**src/rtl/jt6295_rom_serve_if.sv**
```systemverilog
// Bundles the request ports of jt6295_rom_serve: control and channel
// requesters (cs/addr -> data/ok) and the external ROM byte port.
interface jt6295_rom_serve_if #(
    parameter int CH = 4
);
    logic              ctrl_cs;
    logic [9:0]        ctrl_addr;
    logic [7:0]        ctrl_data;
    logic              ctrl_ok;

    logic [CH-1:0]     ch_cs;
    logic [18*CH-1:0]  ch_addr;
    logic [8*CH-1:0]   ch_data;
    logic [CH-1:0]     ch_ok;

    logic              ext_cs;
    logic [17:0]       ext_addr;
    logic [7:0]        ext_data;
    logic              ext_ok;

    // slave: the ROM server itself
    modport slave (
        input  ctrl_cs, ctrl_addr, ch_cs, ch_addr, ext_data, ext_ok,
        output ctrl_data, ctrl_ok, ch_data, ch_ok, ext_cs, ext_addr
    );

    // master: requesters plus the external memory bridge
    modport master (
        output ctrl_cs, ctrl_addr, ch_cs, ch_addr, ext_data, ext_ok,
        input  ctrl_data, ctrl_ok, ch_data, ch_ok, ext_cs, ext_addr
    );
endinterface

```
**src/rtl/jt6295_rom_serve.sv**
```systemverilog
// Serves the JT6295 control and channel ROM ports from one external byte port,
// keeping a one-byte buffer per port so repeated reads hit without a new access.
module jt6295_rom_serve #(
    parameter int CH = 4
) (
    input  logic                     clk,
    input  logic                     rst_n,
    input  logic                     flush,
    jt6295_rom_serve_if.slave        bus
);
    localparam int NP   = CH + 1;   // channels 0..CH-1, control port at index CH
    localparam int CTRL = CH;
    localparam int GW   = 3;

    typedef enum logic {
        IDLE,
        WAIT
    } state_t;

    state_t            state_reg, state_next;
    logic              ext_cs_reg, ext_cs_next;
    logic [17:0]       ext_addr_reg, ext_addr_next;
    logic [GW-1:0]     grant_reg, grant_next;
    logic [1:0]        rr_reg, rr_next;

    logic [17:0]       buf_addr_reg [NP];
    logic [17:0]       buf_addr_next [NP];
    logic [7:0]        buf_data_reg [NP];
    logic [7:0]        buf_data_next [NP];
    logic [NP-1:0]     buf_vld_reg, buf_vld_next;

    logic [17:0]       port_addr [NP];
    logic [NP-1:0]     port_cs;
    logic [NP-1:0]     hit;
    logic [NP-1:0]     pend;

    logic              arb_found;
    logic [GW-1:0]     arb_id;

    function automatic logic [GW-1:0] wrap_ch(input int v);
        return GW'(v % CH);
    endfunction

    genvar gi;
    generate
        for (gi = 0; gi < CH; gi++) begin : g_ch
            assign port_addr[gi]           = bus.ch_addr[18*gi +: 18];
            assign port_cs[gi]             = bus.ch_cs[gi];
            assign bus.ch_data[8*gi +: 8]  = buf_data_reg[gi];
            assign bus.ch_ok[gi]           = port_cs[gi] & hit[gi];
        end

        // ok is purely combinational so an address change drops it in the same cycle
        for (gi = 0; gi < NP; gi++) begin : g_hit
            assign hit[gi]  = buf_vld_reg[gi] && (buf_addr_reg[gi] == port_addr[gi]);
            assign pend[gi] = port_cs[gi] && !hit[gi];
        end
    endgenerate

    assign port_addr[CTRL] = {8'd0, bus.ctrl_addr};
    assign port_cs[CTRL]   = bus.ctrl_cs;
    assign bus.ctrl_data   = buf_data_reg[CTRL];
    assign bus.ctrl_ok     = bus.ctrl_cs & hit[CTRL];
    assign bus.ext_cs      = ext_cs_reg;
    assign bus.ext_addr    = ext_addr_reg;

    // Control port always wins; channels are searched upward from rr
    always_comb begin
        arb_found = 1'b0;
        arb_id    = '0;
        if (pend[CTRL]) begin
            arb_found = 1'b1;
            arb_id    = GW'(CTRL);
        end else begin
            for (int i = 0; i < CH; i++) begin
                if (!arb_found && pend[wrap_ch(int'(rr_reg) + i)]) begin
                    arb_found = 1'b1;
                    arb_id    = wrap_ch(int'(rr_reg) + i);
                end
            end
        end
    end

    always_comb begin
        state_next    = state_reg;
        ext_cs_next   = ext_cs_reg;
        ext_addr_next = ext_addr_reg;
        grant_next    = grant_reg;
        rr_next       = rr_reg;
        buf_addr_next = buf_addr_reg;
        buf_data_next = buf_data_reg;
        buf_vld_next  = buf_vld_reg;

        case (state_reg)
            IDLE: begin
                if (arb_found) begin
                    ext_cs_next   = 1'b1;
                    ext_addr_next = port_addr[arb_id];
                    grant_next    = arb_id;
                    state_next    = WAIT;
                end
            end
            WAIT: begin
                // The fill is stored for the address that was fetched, even if the
                // requester has since moved on; a moved address simply misses.
                if (bus.ext_ok) begin
                    buf_data_next[grant_reg] = bus.ext_data;
                    buf_addr_next[grant_reg] = ext_addr_reg;
                    buf_vld_next[grant_reg]  = 1'b1;
                    ext_cs_next              = 1'b0;
                    state_next               = IDLE;
                    if (grant_reg != GW'(CTRL)) begin
                        rr_next = 2'(wrap_ch(int'(grant_reg) + 1));
                    end
                end
            end
            default: state_next = IDLE;
        endcase

        // flush wins over a coincident fill: the data lands but is not trusted
        if (flush) begin
            buf_vld_next = '0;
        end
    end

    always_ff @(posedge clk or negedge rst_n) begin
        if (!rst_n) begin
            state_reg <= IDLE;
        end else begin
            state_reg <= state_next;
        end
    end

    always_ff @(posedge clk or negedge rst_n) begin
        if (!rst_n) begin
            ext_cs_reg   <= 1'b0;
            ext_addr_reg <= '0;
            grant_reg    <= '0;
            rr_reg       <= '0;
            buf_vld_reg  <= '0;
            for (int i = 0; i < NP; i++) begin
                buf_addr_reg[i] <= '0;
                buf_data_reg[i] <= '0;
            end
        end else begin
            ext_cs_reg   <= ext_cs_next;
            ext_addr_reg <= ext_addr_next;
            grant_reg    <= grant_next;
            rr_reg       <= rr_next;
            buf_vld_reg  <= buf_vld_next;
            buf_addr_reg <= buf_addr_next;
            buf_data_reg <= buf_data_next;
        end
    end
endmodule

```
**src/flat_wrapper.sv**
```systemverilog
// flat-port wrapper written by rule: the top's interface ports become plain ports
module jt6295_rom_serve_flat 
#(
    parameter int CH = 4
)
  (clk, rst_n, flush, bus_ctrl_cs, bus_ctrl_addr, bus_ch_cs, bus_ch_addr, bus_ext_data, bus_ext_ok, bus_ctrl_data, bus_ctrl_ok, bus_ch_data, bus_ch_ok, bus_ext_cs, bus_ext_addr);
  jt6295_rom_serve_if #(.CH(CH)) bus_i ();
  input  logic clk;
  input  logic rst_n;
  input  logic flush;
  input wire logic [$bits(bus_i.ctrl_cs)-1:0] bus_ctrl_cs;
  input wire logic [$bits(bus_i.ctrl_addr)-1:0] bus_ctrl_addr;
  input wire logic [$bits(bus_i.ch_cs)-1:0] bus_ch_cs;
  input wire logic [$bits(bus_i.ch_addr)-1:0] bus_ch_addr;
  input wire logic [$bits(bus_i.ext_data)-1:0] bus_ext_data;
  input wire logic [$bits(bus_i.ext_ok)-1:0] bus_ext_ok;
  output wire logic [$bits(bus_i.ctrl_data)-1:0] bus_ctrl_data;
  output wire logic [$bits(bus_i.ctrl_ok)-1:0] bus_ctrl_ok;
  output wire logic [$bits(bus_i.ch_data)-1:0] bus_ch_data;
  output wire logic [$bits(bus_i.ch_ok)-1:0] bus_ch_ok;
  output wire logic [$bits(bus_i.ext_cs)-1:0] bus_ext_cs;
  output wire logic [$bits(bus_i.ext_addr)-1:0] bus_ext_addr;
  assign bus_i.ctrl_cs = bus_ctrl_cs;
  assign bus_i.ctrl_addr = bus_ctrl_addr;
  assign bus_i.ch_cs = bus_ch_cs;
  assign bus_i.ch_addr = bus_ch_addr;
  assign bus_i.ext_data = bus_ext_data;
  assign bus_i.ext_ok = bus_ext_ok;
  assign bus_ctrl_data = bus_i.ctrl_data;
  assign bus_ctrl_ok = bus_i.ctrl_ok;
  assign bus_ch_data = bus_i.ch_data;
  assign bus_ch_ok = bus_i.ch_ok;
  assign bus_ext_cs = bus_i.ext_cs;
  assign bus_ext_addr = bus_i.ext_addr;
  jt6295_rom_serve #(.CH(CH)) u_core (.clk(clk), .rst_n(rst_n), .flush(flush), .bus(bus_i));
endmodule
```
**config.mk**
```make
export PLATFORM = sky130hd
export DESIGN_NAME = jt6295_rom_serve_flat
export DESIGN_NICKNAME = d
export VERILOG_FILES = /design/src/rtl/jt6295_rom_serve_if.sv /design/src/rtl/jt6295_rom_serve.sv /design/src/flat_wrapper.sv
export SDC_FILE = /design/constraint.sdc
export NUM_CORES = 1
export LEC_CHECK = 0
export ABC_AREA = 1
export CAP_MARGIN = 20
export CORE_MARGIN = 5
export CORE_UTILIZATION = 40
export CTS_BUF_LIST = sky130_fd_sc_hd__clkbuf_8
export DETAILED_ROUTE_END_ITERATION = 8
export DONT_BUFFER_PORTS = 1
export GPL_TIMING_DRIVEN = 1
export PLACE_DENSITY_LB_ADDON = 0.12
export SLEW_MARGIN = 20
export SYNTH_ARGS = -nofsm -noshare
export SYNTH_HDL_FRONTEND = slang
export SYNTH_SLANG_ARGS = --single-unit
```
**constraint.sdc**
```tcl
create_clock -name clk -period 2.1 [get_ports clk]
set_clock_uncertainty 0.05 [all_clocks]
set_input_delay 0.21 -clock clk [delete_from_list [all_inputs] [get_ports clk]]
set_output_delay 0.21 -clock clk [all_outputs]
set_load 0.05 [all_outputs]
```
**Word level (Yosys, flattened, before mapping)**

Cells that the tools add are included.

- Mux-type cells: 41
- Reduce and logical (&&, ||, !) cells: 33
- Equal/unequal tests: 8
- $lt $le $gt $ge: 9
- Add/subtract/negate cells: 4
- Bitwise logic cells: 12

Operator list:

| cell | number |
|---|---|
| bitwise mux 90 bit | 1 |
| equality test 18 bit | 4 |
| binary-select mux 18 bit (select 3 bit) | 1 |
| demux 18 bit (select 3 bit) | 1 |
| two-way mux 18 bit | 3 |
| bitwise mux 40 bit | 1 |
| demux 8 bit (select 3 bit) | 1 |
| equality test 18 x 10 -> 1 bit | 1 |
| two-way mux 1 bit | 17 |
| less-than comparator 3 x 4 -> 1 bit, second input constant | 4 |
| logical AND 1 bit | 15 |
| two-way mux 5 bit | 3 |
| two-way mux 3 bit | 4 |
| binary-select mux 1 bit (select 3 bit) | 3 |
| greater-or-equal comparator 4 bit, second input constant | 2 |
| zero test 1 bit | 8 |
| two-way mux 8 bit | 1 |
| inverter 3 -> 4 bit | 2 |
| AND reduction 2 bit | 4 |
| OR reduction 2 bit | 3 |
| bitwise AND 1 bit | 5 |
| OR 5 bit | 1 |
| adder 2 x 1 -> 2 bit, second input constant | 2 |
| adder 2 bit, second input constant | 2 |
| 14 further kinds | 18 |

- Output and inout port bits: 64
- Bits of input ports: 99
- Bits in registers: 160

**Depth between registers and ports, before layout**

- Depth in word-level cells: 24
- Depth in mapped cells: 22

**Worst setup path before layout**

OpenSTA, ideal clock, no wires.

- Path kind: register -> output
- From: register u_core.buf_addr_reg[50] in the netlist's numbering
- To: output port bus_ch_ok[2]
- Cell stages (with the launch flop): 6
- Path slack: -0.720 ns
- Arrival time: 2.560 ns
- Path buffers: 0
- Path through: dfrtp_1 -> xnor2_1 -> nand3_1 -> nor4_1 -> nand3_1 -> nor4b_1

- Word-level cells in the longest chain between the ends: 3

RTL lines:

| item | line | RTL |
|---|---|---|
| start, declared | jt6295_rom_serve.sv:26 | `logic [17:0] buf_addr_reg [NP];` |
| start signal, assigned | jt6295_rom_serve.sv:151 | `buf_addr_reg <= buf_addr_next;` |
| equality test 18 bit | jt6295_rom_serve.sv:55 | `assign hit[gi] = buf_vld_reg[gi] && (buf_addr_reg[gi] == port_addr[gi]);` |
| logical AND 1 bit | jt6295_rom_serve.sv:55 |  |
| bitwise AND 1 bit | jt6295_rom_serve.sv:50 | `assign bus.ch_ok[gi] = port_cs[gi] & hit[gi];` |
| end, declared | flat_wrapper.sv:20 | `output wire logic [$bits(bus_i.ch_ok)-1:0] bus_ch_ok;` |

No other way between the ends.

**Final worst setup path**

- From: register u_core.buf_addr_reg[68] in the netlist's numbering
- To: register u_core.ext_addr_reg[17] (netlist: u_core.bus.ext_addr[17])

- Word-level cells in the longest chain between the ends: 24

RTL lines:

| item | line | RTL |
|---|---|---|
| equality test 18 bit * | jt6295_rom_serve.sv:55 |  |
| logical AND 1 bit * | jt6295_rom_serve.sv:55 |  |
| zero test 1 bit * | jt6295_rom_serve.sv:56 | `assign pend[gi] = port_cs[gi] && !hit[gi];` |
| logical AND 1 bit * | jt6295_rom_serve.sv:56 |  |
| binary-select mux 1 bit (select 2 bit) | jt6295_rom_serve.sv:76 | `if (!arb_found && pend[wrap_ch(int'(rr_reg) + i)]) begin` |
| two-way mux 1 bit (implied by the code) | jt6295_rom_serve.sv:76 |  |
| two-way mux 1 bit | jt6295_rom_serve.sv:76 |  |
| two-way mux 1 bit | jt6295_rom_serve.sv:71 | `if (pend[CTRL]) begin` |
| [7 not listed] | -- |  |
| two-way mux 1 bit | jt6295_rom_serve.sv:71 |  |
| zero test 1 bit | jt6295_rom_serve.sv:76 |  |
| logical AND 1 bit | jt6295_rom_serve.sv:76 |  |
| two-way mux 3 bit | jt6295_rom_serve.sv:76 |  |
| two-way mux 3 bit | jt6295_rom_serve.sv:71 |  |
| inverter 3 -> 4 bit (implied by the code) | jt6295_rom_serve.sv:98 | `ext_addr_next = port_addr[arb_id];` |
| binary-select mux 18 bit (select 3 bit) | jt6295_rom_serve.sv:98 |  |
| two-way mux 18 bit (implied by the code) (2 in a row) | jt6295_rom_serve.sv:98 |  |
| end signal, assigned | jt6295_rom_serve.sv:147 | `ext_addr_reg <= ext_addr_next;` |
| end, declared | jt6295_rom_serve.sv:22 | `logic [17:0] ext_addr_reg, ext_addr_next;` |

Every way passes the cells marked *; elsewhere a longest branch is shown, timed or not. The select of a mux whose other input is x is not followed.
A chain may end at the register's enable or synchronous reset.

==> results_dict.tcl <==
set metrics [dict create \
    p_switching_w 0.00930 \
    largest_reg_flops 90 \
    antenna_found_initial 2 \
    synth_top_family_by_area "simple AND/OR/NAND/NOR gates" \
    async_flop_share_pct 100 \
    syn_avg_cell_area_um2 7.17 \
    ys_seq_area_share_pct 45.9 \
    clkSinkCount 160 \
    setup_viol 28 \
    fp.coreArea_um2 21600 \
    reg2reg_from "u_core.buf_addr_reg[68]" \
    die_x_um 158 \
    ys_types 40 \
    ant_nets 0 \
    outcome "finished, violations left" \
    maxSlewViolCount 0 \
    holdWs_ps -638 \
    port_buffers 0 \
    grt_pass1_vias 8709 \
    required_ps 2410 \
    startpoint "u_core.buf_addr_reg[68]" \
    final_common_cell "nand2_1" \
    clock.fmax_mhz 377 \
    synth_edf_count 0 \
    vias 8962 \
    clk_path_buf_depth 2 \
    synthCells 1216 \
    fillers 1950 \
    crit_slowest_cell "dfrtp_1" \
    pre_cts_ws_ps -596 \
    finalHoldViolations 160 \
    slew_headroom_pct 59.1 \
    r2r-end "u_core.bus.ext_addr[17]" \
    crit_path_frequent_cell "nand3_4" \
    final_cell_area_um2 12700 \
    combPwrFrac_pct 50.1 \
    cp.depth 19 \
    yosysTopAreaCell "dfrtp_1" \
    finalWorstSetupSlack_ps -550 \
    synthMuxAreaShare_pct 0 \
    final_cell_mix "nand2_1 (358), inv_1 (164), buf_4 (164)" \
    die_area_um2 24800 \
    start_util_pct 40.3 \
    failed_checks "negative hold slack, negative setup slack" \
    cp_top_family "simple AND/OR/NAND/NOR gates" \
    overflow 0 \
    grt_pass1_wl_um 50900 \
    worst_pin_slew_ps 614 \
    track_usage_pct 27.0 \
    routabilityCongestion 0.993 \
    internal_power_w 0.00977 \
    p_per_area_nw_per_um2 1500 \
    clk_pin_slew_ps 110 \
    clockPowerShare_pct 13.2 \
    crit_path_end_kind "flop" \
    boundaryPins 163 \
    fin_util_pct 58.6 \
    grt_max_degree 161 \
    vias_per_cell 5.15 \
    placed_area_um2 10100 \
    cts_tree "done" \
    min_period_over_period_pct 126 \
    p_leak_nw 6.32 \
    drtPass1Iterations 5 \
    endpoint "u_core.bus.ext_addr[17]" \
    peakVddDrop_mv 0.768 \
    clk_latency_ps 480 \
    yosys.area_share.simple_pct 31.4 \
    synth.area.top_cells "dfrtp_1 (46%), nand2_1 (18%), o21ai_0 (8.5%), inv_1 (7.2%), nand3_1 (5.8%)" \
    fin_cells 1741 \
    maxCapViolCount 0 \
    htree_levels 4 \
    crit_arrival_ps 2960 \
    r2r_setup_slack_ps -550 \
    syn-cell-area_um2 8720 \
    drive_gt1_share_pct 29.7 \
    path_max_fanout 5 \
    synth-seq-cells 160 \
    dp_cells 1613 \
    seqPwrFrac_pct 36.7 \
    antenna-diode-count 0 \
    rsz0062_at_grt "yes" \
    yosys_warnings 0 \
    synth-main-ff-cell "dfrtp_1" \
    holdCritPathClass "input port to asynchronous set/reset pin" \
    drt_wl_total_um 33600 \
    syn-num-nets 1316 \
    crit_type "flop to flop" \
    rr_worst_depth 19 \
    drc_errors 0 \
    max_stage_delay_ps 430 \
    fin_nets 1548 \
    synthXorXnorAreaFrac_pct 1.00 \
    routedWlPerCell_um 19.3 \
    min_period_ps 2650 \
    cts_made_buffers 17 \
    root_buffer "clkbuf_8" \
    drt_iter0_drc 751 \
    path_buf_inv 4 \
    hpwlAfterDp_um 22700 \
    synthAdderAreaFrac_pct 0.144 \
    fin_setup_tns_ps -13180 \
    synth.top_cell.area_share_pct 45.9 \
    die_h_um 158 \
    path_cells "inv_1, nor2_1, nor2_1, nand3_2, nor2_4, nand3_4, nand3_4, nand3_4, nand2_4, nand3_4, buf_12, nor2_4, nor2_4, nand2_4, buf_8, buf_16, o211ai_1, nand3_1, nand2_1" \
    switching_share_pct 48.8 \
    synth-compound-area-share_pct 11.0 \
    worstSetupStartpointType "flop" \
    rows 54 \
    areaGrowthSynthToFinish_pct 45.4 \
]
metal layers:
metal	routed length (um)	global-route usage, %
met5	0	0
met4	1350	11.1
met3	2410	6.83
met2	16400	45.4
met1	13400	33.1
synthesized netlist by cell type, types with 6 or more instances:
master	number
buf_6	7
nand4_1	15
o211ai_1	9
nand3_1	101
a21oi_1	16
clkbuf_1	25
nor2_1	81
inv_1	167
o21ai_0	148
nand3_2	6
nand2_1	410
dfrtp_1	160
worst min-delay path by stage:
stage / startpoint / to / cells after the start
detailed placement: rst_n / u_core.buf_addr_reg[30] / 0
finish: rst_n / u_core.buf_addr_reg[52] / 0
global route: rst_n / u_core.buf_addr_reg[30] / 0
CTS: rst_n / u_core.buf_addr_reg[30] / 0
floorplan: rst_n / u_core.buf_addr_reg[0] / 0
global placement: rst_n / u_core.buf_addr_reg[30] / 0
logic make-up (layout without fill, tap and decap cells):
| family | Yosys count | after routing |
|---|---|---|
| simple gates | 647 | 647 |
| flops | 160 | 160 |
| buf+inv | 215 | 460 |
| fa+ha+maj | 1 | 1 |
| xor+xnor | 10 | 10 |
| compound gates | 183 | 183 |
metrics by stage:
stage                     total power, W  hold slack (ps)
after floorplan                   0.0107             -136
after global placement            0.0129             -126
after detailed placement          0.0130             -127
after CTS                         0.0185             -653
after global routing              0.0201             -669
final                             0.0191             -638
area by class of cell:
cell class                 count  area (um^2)  share of cell area (%)
clock buffer                  17          234                    1.85
clock inverter                15          210                    1.66
inverter                     172          658                    5.19
multi-input combinational    841         4670                    36.8
sequential                   160         4000                    31.6
tap                          280          350                    2.76
timing repair buffer         256         2550                    20.1
worst reg2reg max path, stage by stage, from the launching register on:
cell and delay [ps]:
dfrtp_1 430, inv_1 70, nor2_1 50, nor2_1 110, nand3_2 100, nor2_4 230, nand3_4 140, nand3_4 150
nand3_4 100, nand2_4 100, nand3_4 110, buf_12 150, nor2_4 110, nor2_4 50, nand2_4 90, buf_8 140
buf_16 130, o211ai_1 70, nand3_1 90, nand2_1 60
power by group through the flow:
stage | Clock [W] | Sequential (W) | Combinational (W)
2_1_floorplan | 0 | 0.00669 | 0.00400
3_3_place_gp | 0 | 0.00700 | 0.00590
3_5_place_dp | 0 | 0.00701 | 0.00600
4_1_cts | 0.00254 | 0.00698 | 0.00902
5_1_grt | 0.00268 | 0.00715 | 0.0103
6_report | 0.00251 | 0.00699 | 0.00956
repair_timing:
item | 4_1_cts | 5_1_grt
gates resized for setup | 195 | 66
endpoints found under the setup margin | 28 | 28
endpoints found under the hold margin | 218 | 161
hold buffers | 37 | 1
gates cloned | 15 | 0
buffers inserted | 40 | 15
pin swaps | 86 | 58
(Power assumes the default switching activity.)
